## config.mk

```make
export PLATFORM = sky130hd
export DESIGN_NAME = display_scan_controller
export DESIGN_NICKNAME = d
export VERILOG_FILES = /design/src/rtl/display_scan_controller.sv
export SDC_FILE = /design/constraint.sdc
export NUM_CORES = 1
export LEC_CHECK = 0
export CELL_PAD_IN_SITES_DETAIL_PLACEMENT = 2
export CELL_PAD_IN_SITES_GLOBAL_PLACEMENT = 2
export CORE_UTILIZATION = 40
export DETAILED_ROUTE_END_ITERATION = 7
export PLACE_DENSITY_LB_ADDON = 0.1
export SLEW_MARGIN = 20
export SYNTH_ARGS = -nofsm -noshare
export SYNTH_HDL_FRONTEND = slang
export SYNTH_SLANG_ARGS = --single-unit
```

## constraint.sdc

```tcl
create_clock -name clk -period 5.5 [get_ports clk]
set_input_delay 0.825 -clock clk [delete_from_list [all_inputs] [get_ports clk]]
set_output_delay 0.825 -clock clk [all_outputs]
set_load 0.02 [all_outputs]
```

## src/rtl/display_scan_controller.sv

```systemverilog
// Four-digit multiplexed 7-segment scan controller with ghost-guard, leading-zero
// blanking, whole-display blink and a colon decimal point on digit 2.
module display_scan_controller #(
    parameter int unsigned REFRESH_DIV = 100000,
    parameter int unsigned GUARD       = 500,
    parameter int unsigned BLINK_SLOTS = 128
) (
    input  logic        clk,
    input  logic        reset,
    input  logic [15:0] digits,
    input  logic        lz_en,
    input  logic        blink_en,
    input  logic        colon_en,
    output logic [3:0]  anode,
    output logic [3:0]  bcd_out,
    output logic        dp_n,
    output logic        slot_tick
);

    localparam int unsigned CNT_W = $clog2(REFRESH_DIV);
    localparam int unsigned BLK_W = $clog2(BLINK_SLOTS + 1);
    localparam logic [CNT_W-1:0] CNT_LAST  = CNT_W'(REFRESH_DIV - 1);
    localparam logic [CNT_W-1:0] GUARD_END = CNT_W'(GUARD);
    localparam logic [BLK_W-1:0] BLK_LAST  = BLK_W'(BLINK_SLOTS - 1);

    logic [CNT_W-1:0] cnt, cnt_nxt;
    logic [1:0]       idx, idx_nxt;
    logic [15:0]      snap, snap_nxt;
    logic [BLK_W-1:0] bcnt, bcnt_nxt;
    logic             phase, phase_nxt;
    logic             wrap;

    logic [3:0] blank;
    logic [3:0] nib;
    logic       in_guard;
    logic       blink_off;
    logic [3:0] anode_nxt;
    logic [3:0] bcd_nxt;
    logic       dp_n_nxt;
    logic       tick_nxt;

    // Slot timing, digit index, frame snapshot and blink phase
    always_comb begin
        wrap      = (cnt == CNT_LAST);
        cnt_nxt   = cnt + CNT_W'(1);
        idx_nxt   = idx;
        snap_nxt  = snap;
        bcnt_nxt  = bcnt;
        phase_nxt = phase;
        if (wrap) begin
            cnt_nxt = '0;
            idx_nxt = idx + 2'd1;
            if (idx == 2'd3) begin
                snap_nxt = digits;
            end
            if (bcnt == BLK_LAST) begin
                bcnt_nxt  = '0;
                phase_nxt = ~phase;
            end else begin
                bcnt_nxt = bcnt + BLK_W'(1);
            end
        end
    end

    // Output decode from the post-edge state so outputs line up with the new slot
    always_comb begin
        blank     = '0;
        blank[3]  = lz_en && (snap_nxt[15:12] == 4'h0);
        blank[2]  = blank[3] && (snap_nxt[11:8] == 4'h0);
        blank[1]  = blank[2] && (snap_nxt[7:4] == 4'h0);

        nib = snap_nxt[3:0];
        case (idx_nxt)
            2'd0:    nib = snap_nxt[3:0];
            2'd1:    nib = snap_nxt[7:4];
            2'd2:    nib = snap_nxt[11:8];
            default: nib = snap_nxt[15:12];
        endcase

        in_guard  = (cnt_nxt < GUARD_END);
        blink_off = blink_en && phase_nxt;

        anode_nxt = 4'hF;
        if (!in_guard && !blink_off && !blank[idx_nxt]) begin
            anode_nxt[idx_nxt] = 1'b0;
        end

        bcd_nxt  = blank[idx_nxt] ? 4'hF : nib;
        dp_n_nxt = !(colon_en && (idx_nxt == 2'd2) && !in_guard && !blink_off);
        tick_nxt = (cnt_nxt == CNT_LAST);
    end

    always_ff @(posedge clk or posedge reset) begin
        if (reset) begin
            cnt       <= '0;
            idx       <= 2'd0;
            snap      <= 16'h0000;
            bcnt      <= '0;
            phase     <= 1'b0;
            anode     <= 4'hF;
            bcd_out   <= 4'hF;
            dp_n      <= 1'b1;
            slot_tick <= 1'b0;
        end else begin
            cnt       <= cnt_nxt;
            idx       <= idx_nxt;
            snap      <= snap_nxt;
            bcnt      <= bcnt_nxt;
            phase     <= phase_nxt;
            anode     <= anode_nxt;
            bcd_out   <= bcd_nxt;
            dp_n      <= dp_n_nxt;
            slot_tick <= tick_nxt;
        end
    end

endmodule
```

==> results.sh <==
export IMPL_dr_pass1_iters=4
export IMPL_synth_edf_count=0
export IMPL_ys_types=63
export IMPL_drv_cap=0
export IMPL_post_cts_buffers=0
export IMPL_grt_pass1_wl_mm=13.8
export IMPL_r2r_slack_ps=2160
export IMPL_r2r_start="cnt[0]$_DFF_PP0_"
export IMPL_antenna_found_initial=0
export IMPL_cts_tree="done"
export IMPL_status="finished, final reports clean"
export IMPL_gp_congestion=0.777
export IMPL_wl_per_cell_um=20.9
export IMPL_nets=324
export IMPL_required_ps=5740
export IMPL_rsz0062_at_grt="false"
export IMPL_cp_startpoint="cnt[0]$_DFF_PP0_"
export IMPL_drive_gt1_share_pct=19.9
export IMPL_grt_max_degree=55
export IMPL_slew_viol_final=0
export IMPL_routed_wl_mm=8.31
export IMPL_port_buffers=30
export IMPL_leakage_nw=1.42
export IMPL_drc=0
export IMPL_regArea_um2=1360
export IMPL_die_h_um=87.6
export IMPL_die_w_um=87.6
export IMPL_synth_top_cell_by_area="dfrtp_1"
export IMPL_relSlewSlack_pct=36.3
export IMPL_antenna_diode_count=0
export IMPL_area_growth_pct=15.8
export IMPL_vias=2283
export IMPL_finalSetupViolCount=0
export IMPL_p_sw_uw=159
export IMPL_yosys_most_used_dff="dfrtp_1"
export IMPL_numCtsBuffers=5
export IMPL_end_kind="flip-flop"
export IMPL_die_area_um2=7670
export IMPL_yosysMostFrequentCell="dfrtp_1"
export IMPL_ioPinCount=31
export IMPL_core_um2=6940
export IMPL_r2r_end="bcd_out[3]$_DFF_PP1_"
export IMPL_power_density_nw_per_um2=196
export IMPL_max_freq_mhz=299
export IMPL_async_reset_ff_share_pct=100
export IMPL_total_power_uw=665
export IMPL_hold_buffers=0
export IMPL_yosysSeqAreaShare_pct=46.5
export IMPL_clk_latency_ps=320
export IMPL_min_to="bcnt[6]$_DFFE_PP0N_"
export IMPL_yosys_warnings=0
export IMPL_final_hold_viol_count=0
export IMPL_fillCellCount=724
export IMPL_syn_inst=273
export IMPL_power_share_clock_pct=36.3
export IMPL_hold_depth=1
export IMPL_drtIter0Drc=81
export IMPL_combPwrFrac_pct=4.0
export IMPL_fin_area_um2=3390
export IMPL_viasPerCell=5.75
export IMPL_cts_max_path_buffers=2
export IMPL_multi_input_area_um2=1470
export IMPL_seq_power_share_pct=59.7
export IMPL_start_util_pct=42.2
export IMPL_grt_pass1_vias=2580
export IMPL_hpwl_mm=6.09
export IMPL_finalCritPeriodShare_pct=60.7
export IMPL_ff2ff_path_depth=7
export IMPL_min_from="bcnt[6]$_DFFE_PP0N_"
export IMPL_vdd_drop_max_mv=0.158
export IMPL_avgSynthCellArea_um2=10.7
export IMPL_start_kind="flip-flop"
export IMPL_crit_type="flip-flop to flip-flop"
export IMPL_cts_max_level=2
export IMPL_skew_ps=11.8
export IMPL_clockRootBuffer="clkbuf_8"
export IMPL_path_clk_slew_ps=110
export IMPL_synthesis_area_um2=2930
export IMPL_grt_overflow=0
export IMPL_p_int_uw=507
export IMPL_tightest_slew_ps=955
export IMPL_finalCriticalPeriod_ps=3340
export IMPL_row_count=30
export IMPL_final_setup_tns_ps=0
export IMPL_cts_sinks=54
export IMPL_ant_nets=0
export IMPL_switching_share_pct=23.8
export IMPL_synth_area_leaders="dfrtp_1 38%, dfstp_2 8.1%, mux2_2 6.9%"
export IMPL_synth_ff_latch_count=54
export IMPL_instances_no_fill=397
export IMPL_dpl_instance_area_um2=3300
export IMPL_cts_resized=0
export IMPL_holdCritPathClass="flip-flop to flip-flop"
export IMPL_dp_cells=389
export IMPL_synth_top_cell_area_share_pct=38.4
export IMPL_synth_nets=297
export IMPL_crit_fanout=18
export IMPL_synth_commonest_cells="45 x dfrtp_1, 22 x nand2_1, 18 x mux2_2, 16 x nand3_1, 14 x nor2_1"
export IMPL_track_usage_pct=23.9
export IMPL_cp_data_arrival_time_ps=3580
-- per-stage QoR --
stage                     setup slack, ps  utilization [%]  hold slack, ps
final                                2160             48.9             492
after global routing                 1960             48.9             514
after CTS                            2140             48.9             495
after detailed placement             2210             47.5             475
after global placement               2320             47.5             458
after floorplan                      3000                -             436
-- worst max path at each step --
stage	endpoint	slack, ps
floorplan	bcd_out[0]$_DFF_PP1_	3000
CTS	bcd_out[3]$_DFF_PP1_	2140
finish	bcd_out[3]$_DFF_PP1_	2160
detailed placement	bcd_out[0]$_DFF_PP1_	2210
global route	bcd_out[3]$_DFF_PP1_	1960
global placement	bcd_out[3]$_DFF_PP1_	2320
-- critical path, stage by stage, from the launching register on --
cell,delay [ps]
dfrtp_1,490
ha_1,340
and4_1,390
nand2_1,150
nor2_2,770
mux2_2,440
mux4_2,460
or2_1,220
-- power groups by stage --
stage / clock network (mW) / registers [mW] / logic [mW]
after floorplan: 0 / 0.405 / 0.00687
after global placement: 0 / 0.405 / 0.0273
after detailed placement: 0 / 0.405 / 0.0274
after CTS: 0.252 / 0.397 / 0.0273
after global routing: 0.265 / 0.397 / 0.0293
final: 0.241 / 0.397 / 0.0266
-- cell type report --
cell class / instances / share of cell area (%)
Clock buffer: 5 / 2.03
Clock inverter: 3 / 0.848
Inverter: 7 / 0.774
Multi-Input combinational cell: 200 / 43.4
Sequential cell: 54 / 40.2
Tap cell: 96 / 3.54
Timing Repair Buffer: 32 / 9.29
-- registers in the layout, summed over array words and instances (netlist names) --
signal / count
anode: 4
bcd_out: 4
bcnt: 8
cnt: 17
dp_n: 1
idx: 2
phase: 1
slot_tick: 1
snap: 16
-- per-layer routing --
| metal | share of wire, % | wire [um] | vias to the layer above | global-route usage, % |
|---|---|---|---|---|
| li1 | - | - | 1065 | - |
| met1 | 47 | 3920 | 1185 | 32.7 |
| met3 | 1.7 | 142 | 10 | 3.68 |
| met5 | 0 | 0 | - | 0 |
| met4 | 1.3 | 111 | 0 | 5.66 |
| met2 | 50 | 4140 | 23 | 39.9 |
-- cells by family (layout without fill, tap and decap cells) --
logic type	Yosys count	count (layout)	share of synthesized area (%)
and+or+nand+nor	116	116	24.4
xor gates and xnor gates	15	15	4.49
buffers and inverters	19	47	3.25
muxes	24	24	9.82
AOI/OAI and AO/OA	42	42	10.2
adders and majority gates	3	3	1.28
DFF	54	54	46.5
-- placed cells by master (no fill, tap or decap), types with 2 or more instances in the layout --
cell,count
a211o_1,3
a211oi_1,2
a21o_1,2
a21oi_1,5
a31oi_1,3
and2_1,4
and4_1,2
and4bb_1,2
buf_4,2
clkbuf_8,5
clkdlybuf4s50_1,30
dfrtp_1,45
dfstp_2,9
ha_1,3
inv_1,5
inv_2,2
mux2_2,18
mux2i_1,4
mux4_2,2
nand2_1,22
nand3_1,16
nand4_1,9
nand4_2,2
nor2_1,14
nor3_1,13
nor3b_2,2
nor4_1,8
o211ai_1,5
o21a_1,3
o21ai_0,5
o31ai_1,3
or2_1,2
or3_1,3
or4_4,2
xnor2_1,9
xor2_1,6
Power figures use the tool's default switching activity.
